<file path="config.mk">
export PLATFORM = sky130hd
export DESIGN_NAME = norm_shift_16
export DESIGN_NICKNAME = d
export VERILOG_FILES = /design/src/rtl/norm_shift_16_pkg.sv /design/src/rtl/lza_16.sv /design/src/rtl/norm_shift_16.sv
export SDC_FILE = /design/constraint.sdc
export NUM_CORES = 1
export LEC_CHECK = 0
export ABC_AREA = 1
export CAP_MARGIN = 5
export CORE_UTILIZATION = 45
export CTS_CLUSTER_SIZE = 16
export DETAILED_ROUTE_END_ITERATION = 7
export PLACE_DENSITY = 0.75
export SYNTH_ARGS = -nofsm -noshare
export SYNTH_HDL_FRONTEND = slang
export SYNTH_SLANG_ARGS = --single-unit
</file>
<file path="constraint.sdc">
create_clock -name clk -period 4.88 [get_ports clk]
set_input_delay 0.488 -clock clk [delete_from_list [all_inputs] [get_ports clk]]
set_output_delay 0.488 -clock clk [all_outputs]
set_load 0.01 [all_outputs]
</file>
<file path="src/rtl/norm_shift_16_pkg.sv">
// Shared FP datapath widths and the stage-1 payload type for the 16-bit normalizer.
package norm_shift_16_pkg;
   localparam int MANT_W = 16;
   localparam int EXP_W  = 8;
   localparam int LZ_W   = 5;

   typedef struct packed {
      logic [MANT_W-1:0] mant;
      logic [EXP_W-1:0]  exp;
      logic [LZ_W-1:0]   lz;
   } s1_payload_t;

   function automatic logic [EXP_W-1:0] lz_to_exp(input logic [LZ_W-1:0] lz);
      return {{(EXP_W-LZ_W){1'b0}}, lz};
   endfunction
endpackage

</file>
<file path="src/rtl/lza_16.sv">
// Combinational leading-zero counter for a 16-bit mantissa; returns 16 for an all-zero input.
module lza_16
   import norm_shift_16_pkg::*;
(
   input  logic [MANT_W-1:0] mant_i,
   output logic [LZ_W-1:0]   lz_o
);
   always_comb begin
      lz_o = LZ_W'(MANT_W);
      // ascending scan, so the most significant set bit is the last to write
      for (int i = 0; i < MANT_W; i++) begin
         if (mant_i[i]) lz_o = LZ_W'(MANT_W - 1 - i);
      end
   end
endmodule

</file>
<file path="src/rtl/norm_shift_16.sv">
// Two-stage mantissa normalizer with valid/ready on both sides.
// Optional status outputs out_zero/out_uflow exist only when NORM_STATUS_EN is defined.
module norm_shift_16
   import norm_shift_16_pkg::*;
(
   input  logic              clk,
   input  logic              rst_n,
   input  logic              in_valid,
   output logic              in_ready,
   input  logic [MANT_W-1:0] in_mant,
   input  logic [EXP_W-1:0]  in_exp,
   output logic              out_valid,
   input  logic              out_ready,
   output logic [MANT_W-1:0] out_mant,
   output logic [EXP_W-1:0]  out_exp
`ifdef NORM_STATUS_EN
   ,
   output logic              out_zero,
   output logic              out_uflow
`endif
);
   logic              s1_valid_q, s1_valid_d;
   s1_payload_t       s1_q;
   logic [LZ_W-1:0]   lz;
   logic              s2_en, s1_load, s2_load;
   logic              out_valid_q, out_valid_d;
   logic [MANT_W-1:0] mant_q, mant_d, sh_m;
   logic [EXP_W-1:0]  exp_q, exp_d, lz_ext;
   logic [3:0]        sh;
   logic              is_zero;

   lza_16 u_lza (
      .mant_i (in_mant),
      .lz_o   (lz)
   );

   assign s2_en       = !out_valid_q || out_ready;
   assign in_ready    = !s1_valid_q || s2_en;
   assign s1_load     = in_valid && in_ready;
   assign s2_load     = s2_en && s1_valid_q;
   assign s1_valid_d  = in_ready ? in_valid : s1_valid_q;
   assign out_valid_d = s2_en ? s1_valid_q : out_valid_q;

   assign lz_ext  = lz_to_exp(s1_q.lz);
   assign is_zero = (s1_q.lz == LZ_W'(MANT_W));

   // comparison before subtraction keeps the exponent from wrapping
   always_comb begin
      sh    = '0;
      exp_d = '0;
      if (is_zero) begin
         exp_d = '0;
      end else if (s1_q.exp > lz_ext) begin
         sh    = s1_q.lz[3:0];
         exp_d = s1_q.exp - lz_ext;
      end else begin
         sh    = s1_q.exp[3:0];
      end
      sh_m = s1_q.mant;
      if (sh[3]) sh_m = sh_m << 8;
      if (sh[2]) sh_m = sh_m << 4;
      if (sh[1]) sh_m = sh_m << 2;
      if (sh[0]) sh_m = sh_m << 1;
      mant_d = is_zero ? '0 : sh_m;
   end

   always_ff @(posedge clk or negedge rst_n) begin
      if (!rst_n) begin
         s1_valid_q  <= 1'b0;
         s1_q        <= '0;
         out_valid_q <= 1'b0;
         mant_q      <= '0;
         exp_q       <= '0;
      end else begin
         s1_valid_q  <= s1_valid_d;
         out_valid_q <= out_valid_d;
         if (s1_load) s1_q <= '{mant: in_mant, exp: in_exp, lz: lz};
         if (s2_load) begin
            mant_q <= mant_d;
            exp_q  <= exp_d;
         end
      end
   end

`ifdef NORM_STATUS_EN
   logic zero_q, uflow_q;
   always_ff @(posedge clk or negedge rst_n) begin
      if (!rst_n) begin
         zero_q  <= 1'b0;
         uflow_q <= 1'b0;
      end else if (s2_load) begin
         zero_q  <= is_zero;
         uflow_q <= !is_zero && (s1_q.exp <= lz_ext);
      end
   end
   assign out_zero  = zero_q;
   assign out_uflow = uflow_q;
`endif

   assign out_valid = out_valid_q;
   assign out_mant  = mant_q;
   assign out_exp   = exp_q;
endmodule

</file>
==> impl_metrics.prom <==
# TYPE chip_impl_metric gauge
chip_impl_metric{name="largest_net_degree_at_the_start_of_global_routing",unit=""} 56
chip_impl_metric{name="gp_congestion",unit=""} 0.8738
chip_impl_metric{name="place.port_buffers",unit=""} 53
chip_impl_metric{name="worst_slew_pin_slew",unit="ns"} 0.9442
chip_impl_metric{name="start_util",unit="%"} 47.64
chip_impl_info{name="critical_path.cell_chain",value="inv_1 > ha_1 > inv_1 > fa_1 > nand3_1 > nand3_2 > nand2_2 > nand2_4 > nand2_8 > inv_4 > nand2_2 > nand2_2 > nor2_4 > inv_4 > o211ai_1 > nand3_1 > nand3_1"} 1
chip_impl_info{name="layout_common_cells",value="99 x nand2_1, 88 x nand3_1, 55 x dfrtp_1, 52 x clkdlybuf4s50_1, 47 x inv_1"} 1
chip_impl_metric{name="syn_area_per_cell",unit="sq um"} 7.839
chip_impl_metric{name="cts-root-to-sink-buffers",unit=""} 2
chip_impl_metric{name="die_h",unit="um"} 87.74
chip_impl_metric{name="globalRouteTotalUtil",unit="%"} 21.28
chip_impl_metric{name="clk_pin_slew_worst_paths",unit="ns"} 0.10
chip_impl_metric{name="p_switching",unit="mW"} 0.6271
chip_impl_metric{name="drt_first_iter_violations",unit=""} 188
chip_impl_metric{name="place.detailed.hpwl",unit="um"} 5444
chip_impl_metric{name="vdd_ir_drop_max",unit="V"} 0.0001637
chip_impl_metric{name="critPathMaxStageDelay",unit="ns"} 0.40
chip_impl_info{name="unrepaired_setup_endpoints_after_global_routing",value="false"} 1
chip_impl_metric{name="comb_power_share",unit="%"} 42.4
chip_impl_metric{name="setup_viol",unit=""} 0
chip_impl_metric{name="antenna_violations_before_repair",unit=""} 0
chip_impl_metric{name="nets",unit=""} 501
chip_impl_metric{name="switching_share",unit="%"} 35.76
chip_impl_metric{name="mappedNetlistArea",unit="sq um"} 3308
chip_impl_metric{name="post-cts-setup-buffer-count",unit=""} 0
chip_impl_metric{name="report.final.slew_viol_count",unit=""} 0
chip_impl_info{name="end_kind",value="flip-flop"} 1
chip_impl_metric{name="cts_num_sinks",unit=""} 55
chip_impl_metric{name="cts_resized",unit=""} 0
chip_impl_metric{name="top_level_pins",unit=""} 54
chip_impl_metric{name="grt_overflow_total",unit=""} 0
chip_impl_info{name="outcome",value="finished, final reports clean"} 1
chip_impl_info{name="slowest_stage_cell_cp",value="fa_1"} 1
chip_impl_metric{name="ctsHtreeMaxLevel",unit=""} 2
chip_impl_info{name="hold_class",value="in -> async"} 1
chip_impl_metric{name="chipWidth",unit="um"} 87.74
chip_impl_metric{name="critical_path.max_fanout",unit=""} 17
chip_impl_metric{name="layout_setup_ws",unit="ns"} 2.179
chip_impl_metric{name="synthesis.nets",unit=""} 456
chip_impl_metric{name="total_power_divided_by_cell_area",unit="nW/um^2"} 439.9
chip_impl_metric{name="power.share.clock",unit="%"} 20.4
chip_impl_metric{name="leakagePower",unit="nW"} 1.885
chip_impl_info{name="worstSetupStartpointType",value="flip-flop"} 1
chip_impl_metric{name="vias_in_the_first_global_route",unit=""} 2771
chip_impl_metric{name="grt_first_pass_wirelength",unit="um"} 12820
chip_impl_metric{name="inserted_clock_buffers",unit=""} 5
chip_impl_info{name="timing.setup.critical_path_class",value="reg -> reg"} 1
chip_impl_info{name="cts_tree",value="built"} 1
chip_impl_metric{name="ant_nets",unit=""} 0
chip_impl_metric{name="finalCoreUtilization",unit="%"} 57.41
chip_impl_metric{name="num_rows",unit=""} 30
chip_impl_metric{name="cp.required",unit="ns"} 5.14
chip_impl_info{name="final_common_cell",value="nand2_1"} 1
chip_impl_metric{name="timing.hold.ws",unit="ns"} 0.2673
chip_impl_metric{name="number_of_hold_violations_in_the_final_report",unit=""} 0
chip_impl_metric{name="core",unit="sq um"} 6944
chip_impl_metric{name="skew",unit="ns"} 0.007261
chip_impl_metric{name="drt_pass1_iterations",unit=""} 4
chip_impl_metric{name="yosys.cell_types.count",unit=""} 34
chip_impl_metric{name="crit_buf_inv",unit=""} 4
chip_impl_metric{name="detail_route.vias_per_cell",unit=""} 5.213
chip_impl_metric{name="headroom_to_the_max_slew_limit",unit="%"} 36.90
chip_impl_metric{name="routed-via-count",unit=""} 2940
chip_impl_metric{name="max_cap_violations",unit=""} 0
chip_impl_metric{name="route.detailed.drc",unit=""} 0
chip_impl_metric{name="postCtsHoldBufs",unit=""} 0
chip_impl_metric{name="post_synth_inst_count",unit=""} 422
chip_impl_metric{name="floorplan.die_area",unit="sq um"} 7698
chip_impl_metric{name="pre_cts_slack",unit="ns"} 1.979
chip_impl_metric{name="area.growth.synth_to_final",unit="%"} 20.50
chip_impl_metric{name="count_of_yosys_warnings_during_synthesis",unit=""} 0
chip_impl_metric{name="worst_ep_arrival_time",unit="ns"} 2.96
chip_impl_metric{name="ys_ff_latch",unit=""} 55
chip_impl_metric{name="seq_pwr_share",unit="%"} 37.3
chip_impl_metric{name="antenna_cells_inserted",unit=""} 0
chip_impl_metric{name="routed_wirelength",unit="um"} 7271
chip_impl_metric{name="wire_per_inst",unit="um"} 12.89
chip_impl_metric{name="p_int",unit="mW"} 1.127
chip_impl_metric{name="setup_total_negative_slack",unit="ns"} 0
chip_impl_metric{name="ys_seq_area_share",unit="%"} 41.60
chip_impl_metric{name="finalCritPeriodShare",unit="%"} 55.34
chip_impl_metric{name="insertion_delay",unit="ns"} 0.31
chip_impl_info{name="cts.root.buffer_cell",value="clkbuf_8"} 1
chip_impl_metric{name="post_route_cells_drive_above_1_share",unit="%"} 10.68
chip_impl_info{name="timing.critical_path.max_delay_family",value="simple AND/OR/NAND/NOR gates"} 1
chip_impl_metric{name="timing.fmax",unit="MHz"} 370.3
chip_impl_metric{name="finalCriticalPeriod",unit="ns"} 2.701
-- path summary, 6_finish.rpt --
| kind | depth (start not counted) | slack, ns | end | start |
|---|---|---|---|---|
| max in group asynchronous | 2 | 4.13 | out_exp[6]$_DFFE_PN0P_ | rst_n |
| worst max-delay path | 17 | 2.18 | out_mant[5]$_DFFE_PN0P_ | s1_q[5]$_DFFE_PN0P_ |
| worst min register to register | 2 | 0.49 | s1_q[27]$_DFFE_PN0P_ | s1_q[27]$_DFFE_PN0P_ |
| worst min-delay path | 2 | 0.27 | out_mant[1]$_DFFE_PN0P_ | rst_n |
| worst max register to register | 17 | 2.18 | out_mant[5]$_DFFE_PN0P_ | s1_q[5]$_DFFE_PN0P_ |
| min in group clk | 2 | 0.49 | s1_q[27]$_DFFE_PN0P_ | s1_q[27]$_DFFE_PN0P_ |
-- cells in the mapped netlist --
library cell	instances	area, sq um
or2_2	1	6.260
xor2_1	3	26.28
a22o_1	1	8.760
or2_1	1	6.260
clkbuf_1	7	26.28
nand2_1	99	371.6
buf_4	2	15.01
inv_1	47	176.4
nor3_1	1	5.000
dfrtp_1	55	1376
nand3_1	88	440.4
ha_1	5	62.56
nand2_4	2	22.52
buf_6	5	56.30
buf_2	2	10.01
nor2_2	2	12.51
nand3_2	8	80.08
o211ai_2	1	12.51
nand3_4	3	52.55
inv_4	3	18.77
inv_2	4	15.01
nand2_8	1	20.02
a21oi_1	5	25.02
xnor2_1	2	17.52
a32o_1	1	10.01
nand4_1	8	50.05
o22ai_1	1	6.260
nor2_1	4	15.01
nand2_2	13	81.33
fa_1	1	20.02
o21ai_0	36	180.2
nor2_4	3	33.78
nor4_1	4	25.02
o211ai_1	3	22.52
-- layout make-up --
cell class	count	area (sq um)
clock inverter	2	60.06
tap	96	120.1
clock buffer	6	72.57
timing repair buffer	54	533.0
multi-input combinational	297	1614
fill	653	2958
sequential	55	1376
inverter	54	210.2
-- state kept, by name, indices dropped and copies added (netlist names) --
signal	flops
lz_ext	5
out_mant	16
out_valid	1
s1_valid_q	1
out_exp	8
s1_q	24
-- worst reg2reg max path: stages, from the launching register on --
cell and delay, ns:
dfrtp_1 0.37, inv_1 0.13, ha_1 0.18, inv_1 0.06, fa_1 0.40, nand3_1 0.11, nand3_2 0.12, nand2_2 0.10
nand2_4 0.08, nand2_8 0.10, inv_4 0.05, nand2_2 0.05, nand2_2 0.06, nor2_4 0.34, inv_4 0.17, o211ai_1 0.16
nand3_1 0.10, nand3_1 0.08
-- kinds of logic after synthesis --
| logic type | count (synthesis) | synth area share, % |
|---|---|---|
| flip-flops | 55 | 41.60 |
| adder cells (fa/ha/maj) | 6 | 2.496 |
| AND/OR/NAND/NOR | 238 | 36.95 |
| AO/OA/AOI/OAI | 48 | 8.018 |
| XOR/XNOR | 5 | 1.324 |
| buffers and inverters | 70 | 9.607 |
-- per-stage QoR --
step	std cells	cell area [sq um]	power (mW)
global route	564	3986	1.887
floorplan	422	3308	1.123
CTS	564	3986	1.762
finish	564	3986	1.754
global placement	556	3854	1.389
detailed placement	556	3854	1.406
-- per-layer routing --
| metal | vias to the layer above | part of all wire [%] | routed length [um] | GRT usage, % |
|---|---|---|---|---|
| met1 | 1381 | 49 | 3570 | 29.57 |
| met4 | 0 | 1.5 | 107 | 6.110 |
| met5 | - | 0 | 0 | 0 |
| met2 | 64 | 46 | 3365 | 34.32 |
| li1 | 1486 | - | - | - |
| met3 | 9 | 3.1 | 228 | 3.487 |
-- power by group through the flow --
stage	registers (mW)	clock network, mW	logic [mW]
after floorplan	0.698	0	0.426
after global placement	0.657	0	0.732
after detailed placement	0.663	0	0.743
after CTS	0.654	0.361	0.747
after global routing	0.671	0.376	0.839
final	0.653	0.357	0.743
No activity file was read; power rests on OpenSTA's default activity.
